===== config.mk =====
export PLATFORM = sky130hd
export DESIGN_NAME = cpu_timer_flat
export DESIGN_NICKNAME = d
export VERILOG_FILES = /design/src/rtl/timer_pkg.sv /design/src/rtl/cpu_timer_if.sv /design/src/rtl/cpu_timer.sv /design/src/flat_wrapper.sv
export SDC_FILE = /design/constraint.sdc
export NUM_CORES = 1
export LEC_CHECK = 0
export CAP_MARGIN = 25
export CORE_MARGIN = 2
export CORE_UTILIZATION = 40
export CTS_BUF_LIST = sky130_fd_sc_hd__clkbuf_8
export DETAILED_ROUTE_END_ITERATION = 8
export GPL_ROUTABILITY_DRIVEN = 1
export GPL_TIMING_DRIVEN = 0
export PLACE_DENSITY = 0.68
export REMOVE_ABC_BUFFERS = 1
export SLEW_MARGIN = 20
export SYNTH_ARGS = -nofsm -noshare
export SYNTH_HDL_FRONTEND = slang
export SYNTH_SLANG_ARGS = --single-unit

===== constraint.sdc =====
create_clock -name clk -period 7.9 [get_ports clk]
set_input_delay 2.37 -clock clk [delete_from_list [all_inputs] [get_ports clk]]
set_output_delay 2.37 -clock clk [all_outputs]
set_load 0.01 [all_outputs]

===== src/rtl/timer_pkg.sv =====
// Shared definitions for the memory-mapped down-counter timer.
package timer_pkg;

  localparam logic [1:0] REG_CTRL   = 2'd0;
  localparam logic [1:0] REG_PRESET = 2'd1;
  localparam logic [1:0] REG_COUNT  = 2'd2;

  localparam int CTRL_EN      = 0;
  localparam int CTRL_MODE_LO = 1;
  localparam int CTRL_MODE_HI = 2;
  localparam int CTRL_IM      = 3;
  localparam int CTRL_W       = 4;

  localparam logic [1:0] MODE_ONESHOT = 2'b00;
  localparam logic [1:0] MODE_RELOAD  = 2'b01;

  typedef enum logic [1:0] {
    IDLE = 2'd0,
    LOAD = 2'd1,
    CNT  = 2'd2,
    INT  = 2'd3
  } state_e;

  // Reserved MODE encodings fall back to one-shot.
  function automatic logic is_reload(input logic [CTRL_W-1:0] ctrl);
    return (ctrl[CTRL_MODE_HI:CTRL_MODE_LO] == MODE_RELOAD);
  endfunction

endpackage


===== src/rtl/cpu_timer_if.sv =====
// Data-memory port between the bridge/pipeline (master) and the timer (slave).
interface cpu_timer_if #(
  parameter int DATA_W = 32
);
  logic              sel;
  logic              we;
  logic [31:0]       addr;
  logic [DATA_W-1:0] wd;
  logic [DATA_W-1:0] rd;
  logic              irq;

  modport master (
    output sel, we, addr, wd,
    input  rd, irq
  );

  modport slave (
    input  sel, we, addr, wd,
    output rd, irq
  );
endinterface


===== src/rtl/cpu_timer.sv =====
// Programmable down-counter timer with one-shot / auto-reload modes and a
// level interrupt; register file, FSM and counter share one clock domain.
module cpu_timer
  import timer_pkg::*;
#(
  parameter int DATA_W = 32
) (
  input  logic       clk,
  input  logic       reset,
  cpu_timer_if.slave bus
);

  logic [CTRL_W-1:0] r_ctrl;
  logic [DATA_W-1:0] r_preset;
  logic [DATA_W-1:0] r_count;
  logic              r_flag;
  state_e            r_state;

  logic [1:0]        w_idx;
  logic              w_wr_ctrl;
  logic              w_wr_preset;
  logic              w_en;
  logic              w_reload;
  logic              w_fsm_flag_set;
  logic              w_fsm_flag_clr;
  logic              w_fsm_en_clr;
  logic [DATA_W-1:0] w_rd;
  logic              w_unused_addr;

  assign w_idx         = bus.addr[3:2];
  assign w_unused_addr = ^{bus.addr[31:4], bus.addr[1:0]};
  assign w_en          = r_ctrl[CTRL_EN];
  assign w_reload      = is_reload(r_ctrl);

  // Bus write decode and FSM side-effect strobes on the control registers.
  always_comb begin
    w_wr_ctrl      = 1'b0;
    w_wr_preset    = 1'b0;
    w_fsm_flag_set = 1'b0;
    w_fsm_flag_clr = 1'b0;
    w_fsm_en_clr   = 1'b0;
    if (bus.sel && bus.we) begin
      w_wr_ctrl   = (w_idx == REG_CTRL);
      w_wr_preset = (w_idx == REG_PRESET);
    end else begin
      w_wr_ctrl   = 1'b0;
      w_wr_preset = 1'b0;
    end
    case (r_state)
      CNT: begin
        if (w_en && (r_count <= DATA_W'(1))) begin
          w_fsm_flag_set = 1'b1;
        end else begin
          w_fsm_flag_set = 1'b0;
        end
      end
      INT: begin
        // Auto-reload drops the flag on leaving INT, giving a one-cycle pulse.
        w_fsm_flag_clr = w_reload;
        w_fsm_en_clr   = w_en && !w_reload;
      end
      default: begin
        w_fsm_flag_set = 1'b0;
        w_fsm_flag_clr = 1'b0;
        w_fsm_en_clr   = 1'b0;
      end
    endcase
  end

  // Control state machine and the down counter.
  always_ff @(posedge clk) begin
    if (reset) begin
      r_state <= IDLE;
      r_count <= {DATA_W{1'b0}};
    end else begin
      case (r_state)
        IDLE: begin
          if (w_en) begin
            r_state <= LOAD;
          end
        end
        LOAD: begin
          if (!w_en) begin
            r_state <= IDLE;
          end else begin
            r_count <= r_preset;
            r_state <= CNT;
          end
        end
        CNT: begin
          if (!w_en) begin
            r_state <= IDLE;
          end else if (r_count > DATA_W'(1)) begin
            r_count <= r_count - DATA_W'(1);
          end else begin
            r_count <= {DATA_W{1'b0}};
            r_state <= INT;
          end
        end
        INT: begin
          if (!w_en) begin
            r_state <= IDLE;
          end else if (w_reload) begin
            r_state <= LOAD;
          end else begin
            r_state <= IDLE;
          end
        end
        default: r_state <= IDLE;
      endcase
    end
  end

  // Register file and irq flag; CPU writes beat the FSM, FSM flag set beats CPU clear.
  always_ff @(posedge clk) begin
    if (reset) begin
      r_ctrl   <= {CTRL_W{1'b0}};
      r_preset <= {DATA_W{1'b0}};
      r_flag   <= 1'b0;
    end else begin
      if (w_wr_ctrl) begin
        r_ctrl <= bus.wd[CTRL_W-1:0];
      end else if (w_fsm_en_clr) begin
        r_ctrl[CTRL_EN] <= 1'b0;
      end

      if (w_wr_preset) begin
        r_preset <= bus.wd;
      end

      if (w_fsm_flag_set) begin
        r_flag <= 1'b1;
      end else if (w_wr_ctrl || w_wr_preset || w_fsm_flag_clr) begin
        r_flag <= 1'b0;
      end
    end
  end

  // Read mux; independent of sel so the bridge can sample at any time.
  always_comb begin
    case (w_idx)
      REG_CTRL:   w_rd = {{(DATA_W-CTRL_W){1'b0}}, r_ctrl};
      REG_PRESET: w_rd = r_preset;
      REG_COUNT:  w_rd = r_count;
      default:    w_rd = {DATA_W{1'b0}};
    endcase
  end

  assign bus.rd  = w_rd;
  assign bus.irq = r_ctrl[CTRL_IM] & r_flag;

endmodule


===== src/flat_wrapper.sv =====
// flat-port wrapper written by rule: the top's interface ports become plain ports
module cpu_timer_flat import timer_pkg::*;
#(
  parameter int DATA_W = 32
)
  (clk, reset, bus_sel, bus_we, bus_addr, bus_wd, bus_rd, bus_irq);
  cpu_timer_if #(.DATA_W(DATA_W)) bus_i ();
  input  logic clk;
  input  logic reset;
  input wire logic [$bits(bus_i.sel)-1:0] bus_sel;
  input wire logic [$bits(bus_i.we)-1:0] bus_we;
  input wire logic [$bits(bus_i.addr)-1:0] bus_addr;
  input wire logic [$bits(bus_i.wd)-1:0] bus_wd;
  output wire logic [$bits(bus_i.rd)-1:0] bus_rd;
  output wire logic [$bits(bus_i.irq)-1:0] bus_irq;
  assign bus_i.sel = bus_sel;
  assign bus_i.we = bus_we;
  assign bus_i.addr = bus_addr;
  assign bus_i.wd = bus_wd;
  assign bus_rd = bus_i.rd;
  assign bus_irq = bus_i.irq;
  cpu_timer #(.DATA_W(DATA_W)) u_core (.clk(clk), .reset(reset), .bus(bus_i));
endmodule

; ---- Yosys cells after proc, flatten, opt, wreduce, memory -nomap -nowiden
; Index checks and enable logic that the tools add are counted.
; Widths: inputs -> output; s select.
[totals]
ff_bits = 71
output_inout_bits = 33
elab_cells = 55
[classes]
n_addsub = 1
n_lt_le_gt_ge = 2
n_eq_ne = 10
mux = 22
bitwise = 1
reduce_logical = 13
[ops]
columns = operator, count
row1 = $mux 32, 3
row2 = $pmux 32 s3, 1
row3 = $pmux 32 s2, 1
row4 = $gt 32x1->1 const B, 1
row5 = $le 32x1->1 const B, 1
row6 = $sub 32x1->32 const B, 1
row7 = $mux 1, 11
row8 = $mux 2, 5
row9 = $pmux 2 s4, 1
row10 = $eq 2x1->1 const B, 3
row11 = $eq 2x2->1 const B, 3
row12 = $ne 2x1->1 const B, 3
row13 = $reduce_bool 2->1, 3
row14 = $logic_not 2->1, 2
row15 = $logic_and 1x1->1, 3
row16 = $ne 3x3->1 const B, 1
row17 = $reduce_and 3->1, 1
row18 = $logic_or 1x1->1, 2
row19 = $reduce_and 2->1, 1
row20 = $and 1x1->1, 1
row21 = $logic_not 1->1, 1

; ---- Logic depth before layout (Yosys ltp)
[depth]
depth_word = 6
depth_mapped = 8
mapped_depth_nobuf = 7

; ---- Least setup slack after synthesis
; OpenSTA, ideal clock, no wires.
[synth_path]
kind = input -> output
startpoint = input bus_addr[2]
endpoint = output bus_rd[10]
arrival_time_ps = 3660
required_time_ps = 5530
slack_ps = 1870
cell_stages = 5
path_cell_list = clkbuf_1 nor2b_1 clkbuf_1 buf_1 a22o_1
[synth_between]
elab_chain_len = 2
elab_cells_between_ends = 4
cone_classes = eq/ne (2) / mux (1) / reduce/logical (1)
[synth_lines]
columns = item, line
row1 = "start, declared", flat_wrapper.sv:12  ; input wire logic [$bits(bus_i.addr)-1:0] bus_addr;
row2 = $eq 2x2->1 (tied with other cells), cpu_timer.sv:141  ; case (w_idx)
row3 = $pmux 32 s3 (*), cpu_timer.sv:141
row4 = "end, declared", flat_wrapper.sv:14  ; output wire logic [$bits(bus_i.rd)-1:0] bus_rd;
; Mark *: on every way between the ends. The rest lies on a longest branch, timed or not.

; ---- Final worst setup path
[layout_path]
startpoint = input bus_addr[2]
endpoint = output bus_rd[22]
; Same word-level chain as after synthesis.

==> results.toml <==
[cells_and_area]
area_growth_pct = 22.37
fin_nets = 645
fillCellCount = 1029
antenna_cells = 0
drive_gt1_frac = 0.06435

[clock_network]
hold_buffers = 0
cts_sinks = 71
cts.clk_slew.worst_paths_ps = 90
post_cts_resized = 0
cts_buffers = 9
insertion_delay_ps = 360
clk_path_buf_depth = 2
cts_setup_buffers = 0
htree_num_levels = 3
cts_tree = "built"
cts-root-buf = "clkbuf_8"

[setup_path]
r2r_cells = 6
path_max_fanout = 16
worst_ep_required_time_ps = 5530
timing.rr.end = "u_core.r_count[23]"
cp_common_cell = "clkdlybuf4s50_1"
reg2reg_slack_ps = 4880
worstPathArrival_ps = 4580
start_kind = "input port"
cp_slowest_cell = "clkdlybuf4s50_1"
r2r_start = "u_core.r_state[0]"
crit_type = "input port to primary output"
endpoint_kind = "primary output"
crit_buf_inv = 3
path_delay_family = "buffers and inverters"
cp.depth = 5
crit_end = "bus_rd[22]"
path_cells = "clkdlybuf4s50_1 -> nor2b_4 -> buf_16 -> a22o_1 -> clkdlybuf4s50_1"
worst_path_largest_cell_delay_ps = 720
worstSetupStartpoint = "bus_addr[2]"

[place]
routabilityCongestion = 0.8781
dp_hpwl_um = 7634
io_buffers = 70

[route]
drt_pass1_iterations = 5
wl_um = 12120
wire_per_inst_um = 17.05
drc = 0
viasPerCell = 5.904
vias = 4198
drtAntennaViolNets = 0
drt_iter0_markers = 301

[yosys]
synth_area_mm2 = 0.004134
synth-simple-area-share = 0.2839
ys_types = 63
synth_top_area_cell = "dfxtp_1"
synth_compound_area_frac = 0.2666
synthMostInstantiatedCell = "nand2_1"
synthCells = 533
synth_top_family_by_area = "simple AND/OR/NAND/NOR gates"
avgSynthCellArea_um2 = 7.756
synth_edf_count = 0
yosysWarnings = 0
synth.area.top_cells = "dfxtp_1, nand2_1, a22o_1"
synth_common_cells = "nand2_1, dfxtp_1, a21oi_1"
synth_adder_area_share = 0.02119
synth_top_cell_area_share = 0.3438
synth_ff_type = "dfxtp_1"
synthMuxAreaShare = 0.02452
synthArstFlopShare = 0
synth_xor_area_frac = 0
seq_area_frac_synth = 0.3438
synth_seq_cells = 71

[timing]
min_period_ps = 6950
grt_setup_unrepaired = "no"
hold_viol = 0
worstMarginPinSlew_ps = 1039
setup_viol = 0
hold-worst-slack_ps = 471.0
finClkSkew_ps = 14.21
fmax_ghz = 0.1439
relSlewSlack = 0.3075
slew_viol_final = 0
fin_tns_setup_ps = 0
fin_crit_sh = 0.8798

[power]
p_per_area_mw_per_mm2 = 163.7
leakage_nw = 1.731
peakVddDrop_uv = 106.7

[run_status]
status = "completed"

[floorplan]
fp.dieW_um = 105.7
pin_count = 101
die_h_um = 105.7
start_util = 0.4059
core_mm2 = 0.01018
die_area_mm2 = 0.01116
num_rows = 37

[flow_run]
drv_cap = 0

[global_routing]
overflow = 0
grt_usage = 0.2178
grt_max_degree = 64
grt_pass1_wl_um = 19940
antenna_found_initial = 0
first_global_vias = 4017

[min_path]
holdPathStages = 2
hold_class = "flop to flop"
state kept, by name, indices dropped and copies added, names as in the netlist:
name	flops
u_core.r_ctrl	4
u_core.r_count	32
u_core.r_state	2
u_core.r_flag	1
u_core.r_preset	32
per-layer routing:
layer / GRT usage / vias up / part of all wire
met4: 0.06861 / 0 / 0.015
li1: - / 2055 / -
met1: 0.2847 / 1982 / 0.46
met3: 0.05071 / 15 / 0.060
met5: 0 / - / 0
met2: 0.3553 / 146 / 0.47
tightest hold or removal path, delay by kind of cell (launching register included):
kind,cells,cell delay [ps]
flip-flops,1,330
AND/OR/NAND/NOR,1,50
AO/OA/AOI/OAI,1,50
cells in the final DEF (no fill, tap or decap), drive strengths merged, types with 5 or more instances in the layout:
cell type and n:
nor2 27, clkdlybuf4s50 69, nand4 16, inv 14, o21ai 16, ha 7
nor3 18, nor2b 5, or3 5, dfxtp 71, o32ai 6, nor4 13
nand2 97, nand3b 9, a31oi 14, nand3 19, a22o 28, a32oi 10
a21oi 46, clkbuf 10, and3 7, mux2i 9
where the power goes:
group          switching [mW]  internal (mW)
sequential            0.00872          0.365
combinational           0.120         0.0689
clock                   0.145          0.121
layout make-up:
cell class,instances,area (µm²),area share
multi-input combinational,403,2490,0.4922
sequential,71,1421,0.2810
timing repair buffer,72,753.2,0.1489
tap,136,170.2,0.03364
clock buffer,10,137.6,0.02721
inverter,13,48.80,0.009646
clock inverter,6,37.54,0.007420
per-stage QoR:
| stage | power [mW] | cell area, µm² | cells | setup slack [ps] | util |
|---|---|---|---|---|---|
| 2_1_floorplan | 0.4908 | 3935 | 487 | 1758 | - |
| 3_5_place_dp | 0.5666 | 4883 | 695 | 977.7 | 0.4795 |
| 6_report | 0.8282 | 5059 | 711 | 949.7 | 0.4967 |
| 3_3_place_gp | 0.5578 | 4806 | 693 | -348.5 | 0.4719 |
| 5_1_grt | 0.8621 | 5059 | 711 | 890.2 | 0.4967 |
| 4_1_cts | 0.8272 | 5059 | 711 | 971.0 | 0.4967 |
how the worst min path moves through the flow:
stage / startpoint / slack (ps) / end
2_1_floorplan: u_core.r_flag / 430 / u_core.r_flag
3_3_place_gp: u_core.r_flag / 450 / u_core.r_flag
3_5_place_dp: u_core.r_preset[6] / 460 / u_core.r_preset[6]
4_1_cts: u_core.r_preset[6] / 470 / u_core.r_preset[6]
5_1_grt: u_core.r_preset[6] / 480 / u_core.r_preset[6]
6_report: u_core.r_preset[6] / 470 / u_core.r_preset[6]
cells by family (layout without fill, tap and decap cells):
family / count (synthesis) / after routing
AOI/OAI and AO/OA: 157 / 157
adders and majority gates: 7 / 7
buffers and inverters: 59 / 101
DFF: 71 / 71
muxes: 10 / 10
and+or+nand+nor: 229 / 229
Note: power is estimated with default switching activity, not from simulation.
==> edit 1 (same settings) <==
Remove the case item `REG_CTRL` of the case on `w_idx`.
--- a/src/rtl/cpu_timer.sv
+++ b/src/rtl/cpu_timer.sv
@@ -139,7 +139,6 @@
   // Read mux; independent of sel so the bridge can sample at any time.
   always_comb begin
     case (w_idx)
-      REG_CTRL:   w_rd = {{(DATA_W-CTRL_W){1'b0}}, r_ctrl};
       REG_PRESET: w_rd = r_preset;
       REG_COUNT:  w_rd = r_count;
       default:    w_rd = {DATA_W{1'b0}};
Formal check against the unedited RTL: not equivalent (a bounded check fails within 4 cycles, from zero or initial values and one cycle with reset high).
==> edit 1 against the original RTL <==
- wire length increased by 2.0%
- worst setup slack got worse by 0.047 ns
- power increased by 8.9%
- final area increased by 2.2%
- fmax decreased by 0.67%
- critical path depth unchanged
- area after synthesis increased by 2.5%
- sequential power about the same
- die area increased by 2.4%
- sequential cell count unchanged
==> edit 1: results (changes against the original RTL) <==
stage,metric,value,unit,change
final_layout,nets,670,,+3.9%
final_layout,layout cells sized above 1,5.70,%,-0.74 points
yosys,"Seq/Total Area, Yosys",33.6,%,-0.82 points
grt,met1 Resource Use GR,28.5,%,about the same
placed_design,Final HPWL DP,7.98,mm,+4.5%
grt,met2 usage,37.4,%,+1.9 points
clock_tree,CTS clock-pin slew for the worst setup and hold paths,0.07,ns,-0.02 ns
grt,grt met3 use,4.26,%,-0.82 points
hold_path,Min-Delay Endpoint,u_core.r_preset[16],,
pwr,P_leak,1.74,nW,+0.74%
grt,overall routing resource usage,22.2,%,+0.38 points
grt,initial antenna violation count,0,,unchanged
yosys,syn_area_per_cell,7.55,µm²,-2.7%
grt,largest net degree at the start of global routing,65,,+1.6%
sta,Min Hold Slack,0.477,ns,+0.00571 ns
worst_setup_path,worst reg2reg path endpoint,u_core.r_count[26],,
routing,metal1 wirelength,5.55,mm,-0.14%
routing,met2 WL,5.82,mm,+3.0%
routing,routed wl met3,790,µm,+8.8%
final_layout,Layout area overhead,22.0,%,
routing,Initial DRC Count,331,,+10%
final_layout,Fill cells,1026,,-0.29%
worst_setup_path,"Max FO, Critical Path",32,,+16
worst_setup_path,arrival time at the worst endpoint,4.63,ns,+0.05 ns
final_layout,final cell count without fillers,733,,+3.1%
routing,Vias,4405,,+4.9%
worst_setup_path,R2R Setup Slk,4.82,ns,-0.06 ns
placed_design,gpl congestion,0.899,,+2.3%
yosys,Yosys cell types,55,,-13%
run_status,outcome,"finished, final reports clean",,
yosys,Synth area leaders,"dfxtp_1, nand2_1, a22oi_1",,
hold_path,Hold Path Origin,u_core.r_preset[16],,
routing,DR WL/cell,16.9,µm,-1.1%
placed_design,Placed Area,0.00496,mm²,+1.5%
grt,global-route wire length before repair,20.7,mm,+3.8%
pwr,maximum VDD drop,0.000101,V,-5.5%
placed_design,Cells after DPL,717,,+3.2%
## edit 1: changes by cell type in the layout (fill, tap and decap cells not counted), sizes merged, moves of 7 or more
cell,delta
a22o,-28
a22oi,+34
nand2,-12
nand3b,-8
nand4,-9
nor2,-7
nor2b,+34
or4,+7
## edit 1: worst max path at each step
stage,startpoint,end,slack [ns],cells after the start
finish,bus_addr[2],bus_rd[27],0.90,5
global route,bus_addr[2],bus_rd[27],0.77,5
CTS,bus_addr[2],bus_rd[27],0.86,5
detailed placement,bus_addr[2],bus_rd[4],0.90,5
global placement,bus_addr[2],bus_rd[12],0.58,6
floorplan,bus_addr[2],bus_rd[0],2.03,4
## edit 1: where the power goes
| part | internal, mW | switching, mW |
|---|---|---|
| clock | 0.175 | 0.146 |
| sequential | 0.366 | 0.00912 |
| combinational | 0.0758 | 0.130 |
| total | 0.617 | 0.285 |
## edit 1: cells by family (layout without fill, tap and decap cells)
family | after synthesis | after routing | share of synthesized area (%)
buf+inv | 70 | 106 | 6.85
compound gates | 170 | 170 | 27.2
mux | 4 | 4 | 0.945
fa+ha+maj | 10 | 10 | 2.95
flops | 71 | 71 | 33.6
simple gates | 236 | 236 | 28.5
## edit 1: area by class of cell
type | instances | area share [%]
Timing Repair Buffer | 71 | 14.0
Sequential cell | 71 | 27.5
Tap cell | 136 | 3.29
Clock inverter | 7 | 1.69
Inverter | 19 | 1.38
Multi-Input combinational cell | 420 | 49.7
Clock buffer | 9 | 2.40
## edit 1: critical path, stage by stage
cell             delay [ns]
clkdlybuf4s50_1        0.49
inv_1                  0.07
ha_1                   0.86
nor2b_1                0.27
clkdlybuf4s50_1        0.56
==> edit 2 (same settings) <==
Made on the original files. Change the package constant `CTRL_W` from 4 to 5.
--- a/src/rtl/timer_pkg.sv
+++ b/src/rtl/timer_pkg.sv
@@ -9,7 +9,7 @@
   localparam int CTRL_MODE_LO = 1;
   localparam int CTRL_MODE_HI = 2;
   localparam int CTRL_IM      = 3;
-  localparam int CTRL_W       = 4;
+  localparam int CTRL_W       = 5;
 
   localparam logic [1:0] MODE_ONESHOT = 2'b00;
   localparam logic [1:0] MODE_RELOAD  = 2'b01;
Formal check against the unedited RTL: not equivalent (Yosys sat finds a counterexample within 4 cycles, from zero or initial values and one cycle with reset high).
==> edit 2 against the original RTL <==
- final area increased by 3.5%
- area after synthesis increased by 2.1%
- global-route usage decreased by 0.24 points
- power increased by 5.5%
- synthesized cell count increased by 3.0%
- sequential cell count increased by 1
- wire length increased by 0.23%
- worst setup slack got worse by 0.015 ns
- via count increased by 2.9%
- non-clock buffer count increased by 4
==> edit 2: results (changes against the original RTL) <==
stage,metric,value,unit,change
grt,initial antenna violation count,0,,unchanged
worst_setup_path,arrival time at the worst endpoint,4.60,ns,+0.02 ns
final_layout,n_diodes,0,,unchanged
routing,First-pass DRT Iterations,5,,unchanged
routing,total wire length,12.1,mm,+0.23%
final_layout,nets,658,,+2.0%
sta,Slew Limit Headroom,35.7,%,+4.9 points
pwr,maximum VDD drop,0.0000888,V,-17%
placed_design,gpl congestion,0.861,,-1.9%
routing,Vias,4318,,+2.9%
grt,global-route wire length before repair,20.0,mm,+0.31%
final_layout,top flop regs,"u_core.r_count x32, u_core.r_preset x32, u_core.r_ctrl x5",,
grt,overall routing resource usage,21.5,%,-0.24 points
worst_setup_path,Worst path max stage delay,0.76,ns,+0.04 ns
grt,largest net degree at the start of global routing,66,,+3.1%
sta,Layout Skew,0.00894,ns,-0.00527 ns
yosys,Post-synth top flop,dfxtp_1,,
final_layout,Fill cells,1049,,+1.9%
yosys,Async SR Flop Fraction,0,%,unchanged
clock_tree,Clock Latency Late Sink,0.35,ns,
clock_tree,number of setup buffers added after CTS,0,,unchanged
yosys,commonest cells in the netlist,"nand2_1, dfxtp_1, a21oi_1",,
yosys,Synth Warn #,0,,unchanged
clock_tree,total clock buffers created by CTS,9,,unchanged
grt,vias in the first global route,4032,,+0.37%
worst_setup_path,"Max FO, Critical Path",17,,+1
yosys,post-synthesis compound-gate area fraction,29.9,%,+3.2 points
clock_tree,Clock Path Buffers,2,,unchanged
routing,Initial DRC Count,253,,-16%
clock_tree,H-Tree Depth,3,,unchanged
run_status,outcome,"finished, final reports clean",,
clock_tree,clock root cell,clkbuf_8,,
pwr,P_leak,1.80,nW,+4.1%
yosys,post-synthesis mux area share,2.40,%,-0.051 points
placed_design,Final HPWL DP,7.70,mm,+0.92%
clock_tree,Post-CTS Resized,0,,unchanged
final_layout,layout cells sized above 1,6.63,%,+0.20 points
yosys,Yosys cell types,63,,unchanged
yosys,"Seq/Total Area, Yosys",34.1,%,-0.24 points
worst_setup_path,slowest CP cell,clkdlybuf4s50_1,,
clock_tree,CTS clock-pin slew for the worst setup and hold paths,0.08,ns,
yosys,Synth Area in Adders,2.07,%,-0.044 points
pwr,Int Pwr,0.585,mW,+5.5%
hold_path,Hold Path Class,reg -> reg,,
yosys,Synth area leaders,"dfxtp_1, nand2_1, a21oi_1",,
placed_design,Port Buffers,70,,unchanged
yosys,XOR/XNOR share of the synthesized area,0,%,unchanged
[edit 2: cell type report]
type                    count  area share, %
multi-input cells         406           48.2
repair buffers             76           15.9
clock buffers               9           2.37
flip-flops and latches     72           27.5
clock inverters             7           1.39
well taps                 136           3.25
inverters                  18           1.29
[edit 2: per-stage QoR]
step | instances | worst slack (ns) | area (µm²)
floorplan | 496 | 1.76 | 4000
global placement | 702 | -0.404 | 4870
detailed placement | 706 | 0.939 | 5010
CTS | 722 | 0.934 | 5210
global route | 724 | 0.855 | 5240
finish | 724 | 0.935 | 5240
[edit 2: layer usage]
metal  part of all wire (%)  GRT usage, %  wire [µm]  vias up
li1                       -             -          -     2102
met1                     46          29.8       5610     2043
met2                     47          33.9       5650      154
met3                    5.7          3.95        695       19
met4                    1.6          6.96        191        0
met5                      0             0          0        -
[edit 2: kinds of logic (layout without fill, tap and decap cells)]
group / after synthesis / after routing
AO/OA/AOI/OAI: 179 / 179
AND/OR/NAND/NOR: 210 / 210
flip-flops: 72 / 72
multiplexers: 10 / 10
adder cells (fa/ha/maj): 7 / 7
buffers and inverters: 71 / 110
[edit 2: power groups by stage]
stage | combinational [mW] | clock (mW) | sequential, mW
2_1_floorplan | 0.112 | 0 | 0.385
3_3_place_gp | 0.184 | 0 | 0.387
3_5_place_dp | 0.195 | 0 | 0.387
4_1_cts | 0.196 | 0.302 | 0.379
5_1_grt | 0.218 | 0.317 | 0.380
6_report | 0.201 | 0.294 | 0.379
[edit 2: final timing paths]
path                             from                  end  slack (ns)  cells past startpoint
hold reg to reg   u_core.r_preset[11]  u_core.r_preset[11]        0.48                      2
setup / recovery          bus_addr[2]           bus_rd[25]        0.93                      5
hold / removal    u_core.r_preset[11]  u_core.r_preset[11]        0.48                      2
setup reg to reg    u_core.r_count[6]   u_core.r_count[30]        4.64                      5
[edit 2: critical path, delay by kind of cell]
family	cells	cell delay, ns
buf+inv	3	1.51
simple gates	1	0.52
compound gates	1	0.18
